## src/rtl/square_wave_pkg.sv

```systemverilog
// Shared definitions for the square-wave period/high-time monitor.
package square_wave_pkg;

  localparam int          CNT_W_DEF         = 16;
  localparam int unsigned TIMEOUT_TICKS_DEF = 32'd50000;

  typedef enum logic [1:0] {
    IDLE = 2'd0,
    HIGH = 2'd1,
    LOW  = 2'd2
  } sw_state_e;

endpackage

```

## src/rtl/sync_edge_detect.sv

```systemverilog
// Two-flop synchronizer for an asynchronous level, followed by rise/fall detection.
module sync_edge_detect (
  input  logic clk,
  input  logic reset,
  input  logic d,
  output logic rise,
  output logic fall,
  output logic level
);

  logic sync_p0;
  logic sync_p1;
  logic s_prev;

  always_ff @(posedge clk) begin
    if (reset) begin
      sync_p0 <= 1'b0;
      sync_p1 <= 1'b0;
      s_prev  <= 1'b0;
    end else begin
      sync_p0 <= d;
      sync_p1 <= sync_p0;
      s_prev  <= sync_p1;
    end
  end

  // Edge stage: s_prev lags the synchronized level by one cycle
  assign level = sync_p1;
  assign rise  = sync_p1 & ~s_prev;
  assign fall  = ~sync_p1 & s_prev;

endmodule

```

## src/rtl/square_wave_monitor.sv

```systemverilog
// Measures period and high time of an asynchronous square wave in clk cycles,
// flags lock on two equal consecutive periods and timeout when edges stop.
module square_wave_monitor
  import square_wave_pkg::*;
#(
  parameter int unsigned TIMEOUT_TICKS = TIMEOUT_TICKS_DEF,
  parameter int          CNT_W         = CNT_W_DEF
) (
  input  logic             clk,
  input  logic             reset,
  input  logic             square_wave,
  output logic [CNT_W-1:0] period,
  output logic [CNT_W-1:0] high_time,
  output logic             meas_valid,
  output logic             lock,
  output logic             timeout
);

  localparam logic [CNT_W-1:0] CNT_MAX     = '1;
  localparam logic [CNT_W-1:0] TIMEOUT_VAL = CNT_W'(TIMEOUT_TICKS);

  logic             rise;
  logic             fall;
  logic             s_sync;
  logic             unused_level;
  logic [CNT_W-1:0] cnt;
  logic [CNT_W-1:0] high_pend;
  logic             measure;
  logic             tmo_hit;
  sw_state_e        state;
  sw_state_e        state_nxt;

  sync_edge_detect u_sync_edge (
    .clk   (clk),
    .reset (reset),
    .d     (square_wave),
    .rise  (rise),
    .fall  (fall),
    .level (s_sync)
  );

  // Only the edges drive the measurement; the synchronized level is not needed here.
  assign unused_level = s_sync;

  // A rise outranks a coincident timeout, so tmo_hit excludes it.
  assign measure = rise && (state != IDLE);
  assign tmo_hit = (state != IDLE) && !rise && (cnt == TIMEOUT_VAL);

  always_ff @(posedge clk) begin
    if (reset) state <= IDLE;
    else       state <= state_nxt;
  end

  always_comb begin
    state_nxt = state;
    case (state)
      IDLE: if (rise) state_nxt = HIGH;
      HIGH: begin
        if (rise)         state_nxt = HIGH;
        else if (tmo_hit) state_nxt = IDLE;
        else if (fall)    state_nxt = LOW;
      end
      LOW: begin
        if (rise)         state_nxt = HIGH;
        else if (tmo_hit) state_nxt = IDLE;
      end
      default: state_nxt = IDLE;
    endcase
  end

  always_ff @(posedge clk) begin
    if (reset) begin
      cnt        <= '0;
      high_pend  <= '0;
      period     <= '0;
      high_time  <= '0;
      meas_valid <= 1'b0;
      lock       <= 1'b0;
      timeout    <= 1'b0;
    end else begin
      meas_valid <= measure;

      if (rise)                cnt <= {{(CNT_W-1){1'b0}}, 1'b1};
      else if (cnt != CNT_MAX) cnt <= cnt + 1'b1;

      if ((state == HIGH) && fall) high_pend <= cnt;

      // A rise while still HIGH means the fall was never seen: the whole period was high.
      if (measure) begin
        period    <= cnt;
        high_time <= (state == HIGH) ? cnt : high_pend;
        lock      <= (cnt == period);
      end else if (tmo_hit) begin
        lock      <= 1'b0;
      end

      if (rise)         timeout <= 1'b0;
      else if (tmo_hit) timeout <= 1'b1;
    end
  end

endmodule
```

## config.mk

```make
export PLATFORM = sky130hd
export DESIGN_NAME = square_wave_monitor
export DESIGN_NICKNAME = d
export VERILOG_FILES = /design/src/rtl/square_wave_pkg.sv /design/src/rtl/sync_edge_detect.sv /design/src/rtl/square_wave_monitor.sv
export SDC_FILE = /design/constraint.sdc
export NUM_CORES = 1
export LEC_CHECK = 0
export CORE_MARGIN = 5
export CORE_UTILIZATION = 55
export DETAILED_ROUTE_END_ITERATION = 12
export HOLD_SLACK_MARGIN = 0.06
export PLACE_DENSITY = 0.79
export RECOVER_POWER = 50
export SLEW_MARGIN = 20
export SYNTH_ARGS = -nofsm -noshare
export SYNTH_HDL_FRONTEND = slang
export SYNTH_SLANG_ARGS = --single-unit
```

## constraint.sdc

```tcl
create_clock -name clk -period 2.05 [get_ports clk]
set_input_delay 0.5125 -clock clk [delete_from_list [all_inputs] [get_ports clk]]
set_output_delay 0.5125 -clock clk [all_outputs]
set_load 0.02 [all_outputs]
```

==> summary.txt, run 1 <==
outcome = complete, no violations
leading cell type in the layout, fill and taps excluded = sky130_fd_sc_hd__nand2_1
remaining global-route overflow = 0
dominant register cell in the synthesized netlist = sky130_fd_sc_hd__dfxtp_1
overall die height = 86.9 um
crit path capture type = primary output
maximum VDD drop = 403 uV
maximum fanout along the worst path = 3
number of enable flip-flop cells after synthesis = 0
Setup TNS = 0 ns
final worst path period need = 1.91 ns
Critical Setup Path Class = reg2out
layout cell share with drive strength beyond 1 = 10.8%
HPWL Detailed = 5760 um
via count of the first global-routing pass = 2729
max-slew headroom at the worst pin = 41.0%
sequential area share after synthesis = 44.3%
slew at the pin with the worst max-slew slack = 0.885 ns
power per cell area = 709 nW/um^2
Nets = 439
Cell Area, Synth = 3260 um^2
Worst path max stage delay = 0.63 ns
Antenna Violating Nets Remaining = 0
worst hold-check path type = reg2reg
number of sinks on the clock net = 72
delay-heaviest family, CP = buffers and inverters
deepest level of the CTS H-tree = 3
largest net degree at the start of global routing = 44
Net Switching = 653 uW
most frequent cells in the layout = 77 x sky130_fd_sc_hd__nand2_1, 71 x sky130_fd_sc_hd__dfxtp_1, 44 x sky130_fd_sc_hd__a21oi_1, 36 x sky130_fd_sc_hd__clkdlybuf4s50_1, 28 x sky130_fd_sc_hd__nor2_1
final clock skew = 0.0149 ns
total track usage = 22.6%
detailed-router iteration count before antenna repair = 5
number of placed instances, taps included = 496
core outline area = 5850 um^2
standby leakage power = 1.50 nW
Antenna diodes = 0
Mapped Nets = 400
total via count in the routed design = 2853
Num CTS Buffers = 9
internal power of the cells = 2.15 mW
final non-filler cell total = 512
worst endpoint required time = 1.54 ns
buffers added on ports = 37
wire length of the first global-routing pass = 13300 um
final slew viol count = 0
share of power burned in combinational logic = 4.7%
top-level port count = 38
cell taking the most area after synthesis = sky130_fd_sc_hd__dfxtp_1
data arrival at the endpoint of the critical path = 1.40 ns
CTS Root Cell = sky130_fd_sc_hd__clkbuf_8
clock transition at the register clock pins on the worst setup and hold paths after CTS = 0.08 ns
synthesis warning total = 0
library cells used by synthesis = 45
buffers plus inverters on the worst setup path = 1
unrepaired setup endpoints after global routing = no
total of flip-flops plus latches after synthesis = 72
cell count after synthesis = 393
highest attainable clock frequency = 523 MHz
final hold vios = 0
Flop pwr share = 50.8%
average routed wire per standard cell = 15.6 um
sort of element at the start of the critical path = flop
Switching Fraction = 23.3%
die outline area = 7560 um^2
total number of placement rows = 28
post-CTS repair timing setup buffer count = 0
number of design rule violations left after detail routing = 0
overall routed net length = 7980 um
via/cell ratio = 5.57
maximum number of buffers from clock root to sink = 2
count of maximum capacitance violations = 0
antenna violations before repair = 0
cell types with the largest area share after synthesis = sky130_fd_sc_hd__dfxtp_1 44%, sky130_fd_sc_hd__nand2_1 8.9%, sky130_fd_sc_hd__a21oi_1 6.8%
1st-iter DRT viols = 187
cell with the largest stage delay on the worst path = sky130_fd_sc_hd__clkdlybuf4s50_1
weighted congestion reported at the end of routability-driven placement = 0.908
clock latency of the later-clocked register in the worst-skew pair = 0.36 ns
number of endpoints failing setup at the final stage = 0
Horiz. Die Dim = 86.9 um
cell-by-cell trace of the critical path = clkdlybuf4s50_1
Final period util = 93.2%
Post-Synthesis Mean Instance Area = 8.28 um^2
fraction of registers with async set/reset = 0%
CTS tree = done
clock network power share = 44.5%
initial standard-cell utilization of the core = 55.6%
top-area cell type share of the netlist area = 44.3%
Syn-to-layout area delta = 21.4%
per-layer routing:
metal / wire length [um] / track usage, % / up-vias
met5: 0 / 0 / -
met4: 231 / 11.8 / 0
met3: 506 / 3.88 / 20
met2: 3730 / 36.2 / 104
met1: 3510 / 29.2 / 1298
li1: - / - / 1431
repair_timing:
action	4_1_cts	5_1_grt
resized for setup	0	1
setup endpoints to repair	0	1
hold buffers	0	0
final timing paths:
path / cells after the start / to / startpoint / slack, ns
setup reg to reg: 5 / cnt[10]$_SDFFE_PP0P_ / cnt[0]$_SDFFE_PP0P_ / 0.15
hold reg to reg: 2 / high_pend[15]$_SDFFE_PP0P_ / high_pend[15]$_SDFFE_PP0P_ / 0.45
hold / removal: 2 / high_pend[15]$_SDFFE_PP0P_ / high_pend[15]$_SDFFE_PP0P_ / 0.45
setup / recovery: 1 / period[0] / period[0]$_SDFFE_PP0P_ / 0.14
area by class of cell:
class,instances,area [um^2]
inverter,8,30.0
clock inverter,7,95.1
fill,502,1900
multi-input combinational,276,1600
tap,75,93.8
clock buffer,9,124
sequential,72,1440
timing repair buffer,65,566
Yosys cell counts (all sizes together) (3+ instances only):
| cell type | instances |
|---|---|
| a211oi | 18 |
| a21oi | 44 |
| a31oi | 3 |
| and3 | 3 |
| buf | 18 |
| clkbuf | 19 |
| dfxtp | 72 |
| ha | 4 |
| inv | 8 |
| mux2i | 17 |
| nand2 | 77 |
| nand3 | 12 |
| nand4 | 4 |
| nor2 | 28 |
| nor4 | 5 |
| o21ai | 8 |
| or2 | 3 |
| or3 | 6 |
| or4 | 3 |
| xor2 | 16 |
state kept, by name, summed over array words and instances (netlist names):
| signal | cells |
|---|---|
| cnt | 16 |
| high_pend | 16 |
| high_time | 16 |
| lock | 1 |
| meas_valid | 1 |
| period | 16 |
| state | 2 |
| timeout | 1 |
| u_sync_edge.level | 1 |
| u_sync_edge.s_prev | 1 |
| u_sync_edge.sync_p0 | 1 |
power by group through the flow:
stage	clock, mW	combinational [mW]	sequential (mW)
finish	1.25	0.131	1.42
global route	1.33	0.144	1.43
CTS	1.26	0.133	1.42
detailed placement	0	0.133	1.46
global placement	0	0.131	1.46
floorplan	0	0.0816	1.46
tightest hold or removal path, delay by kind of cell (launching register included):
kind	cells	cell delay [ns]
AOI/OAI and AO/OA	1	0.05
DFF	1	0.31
and+or+nand+nor	1	0.05
cell families (layout without fill, tap and decap cells):
logic type | count (synthesis) | after routing | share of synthesized area [%]
flops | 72 | 72 | 44.3
mux | 17 | 17 | 5.23
xor+xnor | 16 | 16 | 4.30
fa+ha+maj | 4 | 4 | 1.54
simple gates | 153 | 153 | 22.0
buf+inv | 45 | 89 | 6.49
compound gates | 86 | 86 | 16.2
stage by stage:
| step | hold WS (ns) | utilization, % | area [um^2] | power [mW] | setup WS, ns |
|---|---|---|---|---|---|
| after global placement | 0.429 | 64.2 | 3760 | 1.59 | 0.214 |
| after floorplan | 0.414 | - | 3260 | 1.54 | 0.277 |
| after global routing | 0.475 | 67.6 | 3950 | 2.90 | 0.0592 |
| final | 0.454 | 67.6 | 3950 | 2.80 | 0.139 |
| after CTS | 0.458 | 68.0 | 3980 | 2.81 | 0.0928 |
| after detailed placement | 0.448 | 64.2 | 3760 | 1.59 | 0.126 |
Power figures use the tool's default switching activity.
==> run 2, diff against run 1 <==
--- a/config.mk
+++ b/config.mk
@@ -11,7 +11,6 @@
 export HOLD_SLACK_MARGIN = 0.06
 export PLACE_DENSITY = 0.79
 export RECOVER_POWER = 50
-export SLEW_MARGIN = 20
 export SYNTH_ARGS = -nofsm -noshare
 export SYNTH_HDL_FRONTEND = slang
 export SYNTH_SLANG_ARGS = --single-unit
==> results of run 2 <==
Same layout as run 1: the final DEF is identical, and so are final timing and power.
